`src/rtl/mem_arbiter_if.sv`:
```
// Bundle of the IFU, LSU and memory-controller handshakes around mem_arbiter.
// The master modport is the arbiter's view; slave is the requester/controller side.
interface mem_arbiter_if;
    logic        ifu_req;
    logic [31:0] ifu_addr;
    logic        ifu_flush;
    logic        ifu_done;
    logic [31:0] ifu_inst;
    logic [31:0] ifu_pc;

    logic        lsu_req;
    logic        lsu_we;
    logic [31:0] lsu_addr;
    logic [31:0] lsu_wdata;
    logic        lsu_done;
    logic [31:0] lsu_rdata;

    logic        mc_req;
    logic        mc_we;
    logic [31:0] mc_addr;
    logic [31:0] mc_wdata;
    logic        mc_done;
    logic [31:0] mc_rdata;

    modport master (
        input  ifu_req, ifu_addr, ifu_flush,
        output ifu_done, ifu_inst, ifu_pc,
        input  lsu_req, lsu_we, lsu_addr, lsu_wdata,
        output lsu_done, lsu_rdata,
        output mc_req, mc_we, mc_addr, mc_wdata,
        input  mc_done, mc_rdata
    );

    modport slave (
        output ifu_req, ifu_addr, ifu_flush,
        input  ifu_done, ifu_inst, ifu_pc,
        output lsu_req, lsu_we, lsu_addr, lsu_wdata,
        input  lsu_done, lsu_rdata,
        input  mc_req, mc_we, mc_addr, mc_wdata,
        output mc_done, mc_rdata
    );
endinterface

```
`src/rtl/mem_arbiter.sv`:
```
// Shares one memory-controller port between IFU and LSU, one 32-bit transaction
// at a time; LSU has priority, bounded by a starvation limit; IFU fetches can be flushed.
module mem_arbiter #(
    parameter int unsigned STARVE_LIMIT = 4
) (
    input  logic          clk,
    input  logic          rst,
    mem_arbiter_if.master bus,
    output logic          busy
);
    localparam logic [1:0] IDLE  = 2'd0;
    localparam logic [1:0] ISSUE = 2'd1;
    localparam logic [1:0] WAIT  = 2'd2;
    localparam logic [1:0] DONE  = 2'd3;
    localparam logic [3:0] LIMIT = 4'(STARVE_LIMIT);

    logic [1:0]  state;
    logic        owner_ifu;
    logic        discard;
    logic [3:0]  starve_cnt;
    logic        lat_we;
    logic [31:0] lat_addr;
    logic [31:0] lat_wdata;
    logic [31:0] rsp_data;
    logic [31:0] ifu_inst_q;
    logic [31:0] ifu_pc_q;
    logic [31:0] lsu_rdata_q;

    logic grant_ifu;
    logic grant_lsu;
    logic ifu_deliver;

    // NOTE: every signal written here gets a value on every path, so no latch is inferred.
    always_comb begin
        grant_ifu   = bus.ifu_req && (!bus.lsu_req || starve_cnt == LIMIT);
        grant_lsu   = bus.lsu_req && !grant_ifu;
        // A flush landing in the DONE cycle itself must still swallow the pulse.
        ifu_deliver = (state == DONE) && owner_ifu && !discard && !bus.ifu_flush;
    end

    assign busy          = (state != IDLE);
    assign bus.mc_req    = (state == ISSUE);
    assign bus.mc_we     = lat_we;
    assign bus.mc_addr   = lat_addr;
    assign bus.mc_wdata  = lat_wdata;
    assign bus.lsu_done  = (state == DONE) && !owner_ifu;
    assign bus.lsu_rdata = lsu_rdata_q;
    assign bus.ifu_done  = ifu_deliver;
    assign bus.ifu_inst  = ifu_deliver ? rsp_data : ifu_inst_q;
    assign bus.ifu_pc    = ifu_deliver ? lat_addr : ifu_pc_q;

    // NOTE: state registers use non-blocking assignments so every flop samples pre-edge values.
    always_ff @(posedge clk or posedge rst) begin
        if (rst) begin
            state       <= IDLE;
            owner_ifu   <= 1'b0;
            discard     <= 1'b0;
            starve_cnt  <= 4'd0;
            lat_we      <= 1'b0;
            lat_addr    <= 32'd0;
            lat_wdata   <= 32'd0;
            rsp_data    <= 32'd0;
            ifu_inst_q  <= 32'd0;
            ifu_pc_q    <= 32'd0;
            lsu_rdata_q <= 32'd0;
        end else begin
            case (state)
                IDLE: begin
                    if (grant_ifu || grant_lsu) begin
                        state     <= ISSUE;
                        owner_ifu <= grant_ifu;
                        discard   <= grant_ifu && bus.ifu_flush;
                        lat_we    <= grant_lsu && bus.lsu_we;
                        lat_addr  <= grant_ifu ? bus.ifu_addr : bus.lsu_addr;
                        lat_wdata <= grant_ifu ? 32'd0 : bus.lsu_wdata;
                        if (grant_ifu || !bus.ifu_req)
                            starve_cnt <= 4'd0;
                        else if (starve_cnt != 4'hF)
                            starve_cnt <= starve_cnt + 4'd1;
                    end
                end
                ISSUE: begin
                    state   <= WAIT;
                    discard <= discard | (owner_ifu & bus.ifu_flush);
                end
                WAIT: begin
                    discard <= discard | (owner_ifu & bus.ifu_flush);
                    if (bus.mc_done) begin
                        state    <= DONE;
                        rsp_data <= bus.mc_rdata;
                        if (!owner_ifu && !lat_we)
                            lsu_rdata_q <= bus.mc_rdata;
                    end
                end
                default: begin
                    state   <= IDLE;
                    discard <= 1'b0;
                    if (ifu_deliver) begin
                        ifu_inst_q <= rsp_data;
                        ifu_pc_q   <= lat_addr;
                    end
                end
            endcase
        end
    end
endmodule
```
`src/flat_wrapper.sv`:
```
// flat-port wrapper written by rule: the top's interface ports become plain ports
module mem_arbiter_flat 
#(
    parameter int unsigned STARVE_LIMIT = 4
)
  (clk, rst, busy, bus_ifu_req, bus_ifu_addr, bus_ifu_flush, bus_ifu_done, bus_ifu_inst, bus_ifu_pc, bus_lsu_req, bus_lsu_we, bus_lsu_addr, bus_lsu_wdata, bus_lsu_done, bus_lsu_rdata, bus_mc_req, bus_mc_we, bus_mc_addr, bus_mc_wdata, bus_mc_done, bus_mc_rdata);
  mem_arbiter_if bus_i ();
  input  logic clk;
  input  logic rst;
  output logic busy;
  input wire logic [$bits(bus_i.ifu_req)-1:0] bus_ifu_req;
  input wire logic [$bits(bus_i.ifu_addr)-1:0] bus_ifu_addr;
  input wire logic [$bits(bus_i.ifu_flush)-1:0] bus_ifu_flush;
  output wire logic [$bits(bus_i.ifu_done)-1:0] bus_ifu_done;
  output wire logic [$bits(bus_i.ifu_inst)-1:0] bus_ifu_inst;
  output wire logic [$bits(bus_i.ifu_pc)-1:0] bus_ifu_pc;
  input wire logic [$bits(bus_i.lsu_req)-1:0] bus_lsu_req;
  input wire logic [$bits(bus_i.lsu_we)-1:0] bus_lsu_we;
  input wire logic [$bits(bus_i.lsu_addr)-1:0] bus_lsu_addr;
  input wire logic [$bits(bus_i.lsu_wdata)-1:0] bus_lsu_wdata;
  output wire logic [$bits(bus_i.lsu_done)-1:0] bus_lsu_done;
  output wire logic [$bits(bus_i.lsu_rdata)-1:0] bus_lsu_rdata;
  output wire logic [$bits(bus_i.mc_req)-1:0] bus_mc_req;
  output wire logic [$bits(bus_i.mc_we)-1:0] bus_mc_we;
  output wire logic [$bits(bus_i.mc_addr)-1:0] bus_mc_addr;
  output wire logic [$bits(bus_i.mc_wdata)-1:0] bus_mc_wdata;
  input wire logic [$bits(bus_i.mc_done)-1:0] bus_mc_done;
  input wire logic [$bits(bus_i.mc_rdata)-1:0] bus_mc_rdata;
  assign bus_i.ifu_req = bus_ifu_req;
  assign bus_i.ifu_addr = bus_ifu_addr;
  assign bus_i.ifu_flush = bus_ifu_flush;
  assign bus_ifu_done = bus_i.ifu_done;
  assign bus_ifu_inst = bus_i.ifu_inst;
  assign bus_ifu_pc = bus_i.ifu_pc;
  assign bus_i.lsu_req = bus_lsu_req;
  assign bus_i.lsu_we = bus_lsu_we;
  assign bus_i.lsu_addr = bus_lsu_addr;
  assign bus_i.lsu_wdata = bus_lsu_wdata;
  assign bus_lsu_done = bus_i.lsu_done;
  assign bus_lsu_rdata = bus_i.lsu_rdata;
  assign bus_mc_req = bus_i.mc_req;
  assign bus_mc_we = bus_i.mc_we;
  assign bus_mc_addr = bus_i.mc_addr;
  assign bus_mc_wdata = bus_i.mc_wdata;
  assign bus_i.mc_done = bus_mc_done;
  assign bus_i.mc_rdata = bus_mc_rdata;
  mem_arbiter #(.STARVE_LIMIT(STARVE_LIMIT)) u_core (.clk(clk), .rst(rst), .bus(bus_i), .busy(busy));
endmodule
```
`config.mk`:
```
export PLATFORM = sky130hd
export DESIGN_NAME = mem_arbiter_flat
export DESIGN_NICKNAME = d
export VERILOG_FILES = /design/src/rtl/mem_arbiter_if.sv /design/src/rtl/mem_arbiter.sv /design/src/flat_wrapper.sv
export SDC_FILE = /design/constraint.sdc
export NUM_CORES = 1
export LEC_CHECK = 0
export BUFFER_PORTS_ARGS = -buffer_cell sky130_fd_sc_hd__buf_2
export CORE_MARGIN = 1
export CORE_UTILIZATION = 56
export CTS_BUF_LIST = sky130_fd_sc_hd__clkbuf_2
export DETAILED_ROUTE_END_ITERATION = 6
export PLACE_DENSITY_LB_ADDON = 0.1
export SLEW_MARGIN = 20
export SYNTH_ARGS = -nofsm -noshare
export SYNTH_HDL_FRONTEND = slang
export SYNTH_SLANG_ARGS = --single-unit
```
`constraint.sdc`:
```
create_clock -name clk -period 12.4 [get_ports clk]
set_input_delay 2.48 -clock clk [delete_from_list [all_inputs] [get_ports clk]]
set_output_delay 2.48 -clock clk [all_outputs]
set_load 0.005 [all_outputs]
```
==> results.cfg <==
[yosys]
syn_area_per_cell_um2 = 12.3
ys_ff_latch = 201
yosysUniqueCellTypes = 32
ys_seq_area_share_pct = 56.9
syn_inst = 719
synth_edf_count = 0
synthArstFlopShare_pct = 100
syn_nets = 860
syn_area_mm2 = 0.00884
synthFlopType = dfrtp_1
yosysWarnings = 0

[clock_network]
cts_root_buffer = clkbuf_2
clockBufferDepth = 3
htreeDepth = 2
clock_latency_ns = 0.78
cts.sinks = 201
cts_buffers = 50
cts_resized = 0
path_clk_slew_ns = 0.09
postCtsHoldBufs = 0
cts_tree = built
postCtsSetupRepairBufs = 0

[timing]
grt_setup_unrepaired = no
slew_viol_final = 0
skew_ns = 0.0783
finalHoldViolCount = 0
setup_tns_ns = 0
max_freq_ghz = 0.135
worstMarginPinSlew_ns = 0.927
fin_crit_sh_pct = 59.8
relSlewSlack_pct = 38.2
setup_ws_ns = 4.99
finalSetupViolations = 0
holdWs_ns = 0.467
final.min_clock_period_ns = 7.41

[global_routing]
busiest_layer = met2
grt_pass1_wl_um = 32000
gr-total-overflow = 0
antenna_found_initial = 3
grt_use_total_pct = 25.0
grt_use_met3_pct = 7.16
grt_util_met2_pct = 40.2
grt_pass1_vias = 6464
grt_max_degree = 141
use_met1_pct = 31.9

[floorplanning]
die_height_um = 128
rows = 45
coreArea_mm2 = 0.0153
dieArea_mm2 = 0.0163
die-width_um = 128
io_pins = 300
start_util_pct = 57.7

[hold_path]
min_path_type = reg2reg
whs_path_depth = 2

[place]
dp_slack_ns = 5.00
post-dp-hpwl_um = 13600
numPortBuffers = 299
placed_area_mm2 = 0.0104
place_inst = 1191
gp_congestion = 0.833

[final_layout]
finalInstanceArea_mm2 = 0.0108
finalNetCount = 1173
drive_above_1_share_pct = 53.7
final_core_util_pct = 70.4
areaGrowthSynthToFinish_pct = 22.0
fin_cells = 1267
num-fill-cells = 1217

[routing]
dr_total_vias = 6621
totalWireLength_um = 20200
drcViolationCount = 0
avgRoutedWirePerCell_um = 16.0
ant_nets = 0
vias_per_cell = 5.23
drt_iter0_drc = 255
drt-pass1-iter-count = 4

[power]
power_mw = 2.57
power_density_mw_per_mm2 = 239
leakage_nw = 5.54
irDropWorstVdd_mv = 0.123

[setup_path]
worstSetupPathDepth = 5
required_ns = 9.92
critPathMostFrequentCell = buf_2
r2r-start = u_core.state[0]$_DFFE_PP0P_
reg2reg_depth = 4
rrSetupSlack_ns = 9.54
arrival_ns = 4.93
crit_buf_inv = 3
timing.rr.end = u_core.ifu_pc_q[29]$_DFFE_PP0N_
start_kind = primary input
critical-path-top-delay-family = buffers and inverters
slowest_stage = and4bb_4
worstPathCellList = buf_2 > and4bb_4 > buf_4 > mux2_2 > buf_2
endpoint = bus_ifu_pc[29]
critPathLaunch = bus_ifu_flush
cp_slowest_stage_delay_ns = 0.91
critPathMaxFanout = 72
worst_setup_path_end_kind = output pin
path_class = in2out

[outcome]
status = finished, final reports clean

[flow_run]
drv_cap = 0
## layout make-up
type / instances / area (µm²) / area share, %
multi-input combinational: 465 / 3500 / 32.5
timing repair buffer: 307 / 1560 / 14.4
clock buffer: 68 / 340 / 3.16
sequential: 201 / 5030 / 46.7
inverter: 7 / 33.8 / 0.313
clock inverter: 6 / 48.8 / 0.453
tap: 211 / 264 / 2.45
antenna: 2 / 5.00 / 0.0464
## synth_stat cells, types with 2 or more instances
master | instances | share of area [%]
buf_1 | 2 | 0.085
clkbuf_1 | 8 | 0.34
a21oi_1 | 75 | 4.2
nand2_1 | 101 | 4.3
buf_2 | 19 | 1.1
and2_1 | 2 | 0.14
buf_4 | 5 | 0.42
mux2_1 | 12 | 1.5
inv_1 | 7 | 0.30
o21ai_0 | 3 | 0.17
dfrtp_1 | 201 | 57
a41o_1 | 2 | 0.23
mux2_2 | 180 | 23
buf_6 | 12 | 1.5
nor2_1 | 34 | 1.4
nand3_1 | 35 | 2.0
ha_1 | 6 | 0.85
## per-layer routing
metal / share of wire (%) / vias to the layer above
met5: 0.045 / -
met4: 2.8 / 2
met3: 6.9 / 46
met2: 47 / 255
met1: 43 / 3184
li1: - / 3134
## cells by family after synthesis
family,share of synthesized area [%]
fa+ha+maj,0.850
buf+inv,3.75
simple gates,8.79
flops,56.9
compound gates,5.21
mux,24.5
## worst min path at each step
stage	startpoint	to	slack (ns)
2_1_floorplan	u_core.ifu_inst_q[12]$_DFFE_PP0N_	u_core.ifu_inst_q[12]$_DFFE_PP0N_	0.45
3_3_place_gp	u_core.bus.mc_wdata[6]$_DFFE_PP0P_	u_core.bus.mc_wdata[6]$_DFFE_PP0P_	0.45
3_5_place_dp	u_core.bus.mc_wdata[13]$_DFFE_PP0P_	u_core.bus.mc_wdata[13]$_DFFE_PP0P_	0.45
4_1_cts	u_core.bus.mc_wdata[9]$_DFFE_PP0P_	u_core.bus.mc_wdata[9]$_DFFE_PP0P_	0.47
5_1_grt	u_core.bus.mc_wdata[2]$_DFFE_PP0P_	u_core.bus.mc_wdata[2]$_DFFE_PP0P_	0.50
6_report	u_core.bus.mc_wdata[9]$_DFFE_PP0P_	u_core.bus.mc_wdata[9]$_DFFE_PP0P_	0.47
## worst reg2reg max path, cell delays in order, from the launching register on
cell and delay [ns]:
dfrtp_1 0.40, ha_1 0.20, and4bb_4 0.83, buf_4 0.82, mux2_2 0.48
## registers in the layout (all words and copies together) (netlist names)
name	count
u_core.rsp_data	32
u_core.bus.mc_wdata	32
u_core.owner_ifu	1
u_core.bus.mc_addr	32
u_core.state	2
u_core.starve_cnt	4
u_core.bus.lsu_rdata	32
u_core.ifu_pc_q	32
u_core.ifu_inst_q	32
u_core.bus.mc_we	1
u_core.discard	1
## power by group
group	total [mW]	internal [mW]	switching [mW]
Combinational	0.991	0.548	0.443
Clock	0.402	0.164	0.238
Sequential	1.18	0.971	0.210
## cell usage in the layout (no fill, tap or decap)
cell / instances
mux2_2: 180
a41o_1: 2
inv_8: 1
bufinv_16: 1
clkinv_1: 3
clkbuf_2: 68
o21ai_0: 3
nor2b_1: 1
nor2_4: 1
dfrtp_1: 201
o21ai_4: 1
o211ai_1: 1
a21oi_1: 75
a21bo_2: 1
buf_2: 299
o22a_1: 1
inv_2: 2
nor3b_1: 1
diode_2: 2
nand3b_4: 1
nand3_1: 35
nand3b_1: 1
nand2_1: 101
a21o_1: 1
buf_4: 8
mux2_1: 12
and3_1: 1
and2_1: 2
inv_1: 6
nor2_1: 34
and4bb_4: 1
a21boi_2: 1
ha_1: 6
nor3_4: 1
nand4_1: 1
No activity file was read; power rests on OpenSTA's default activity.
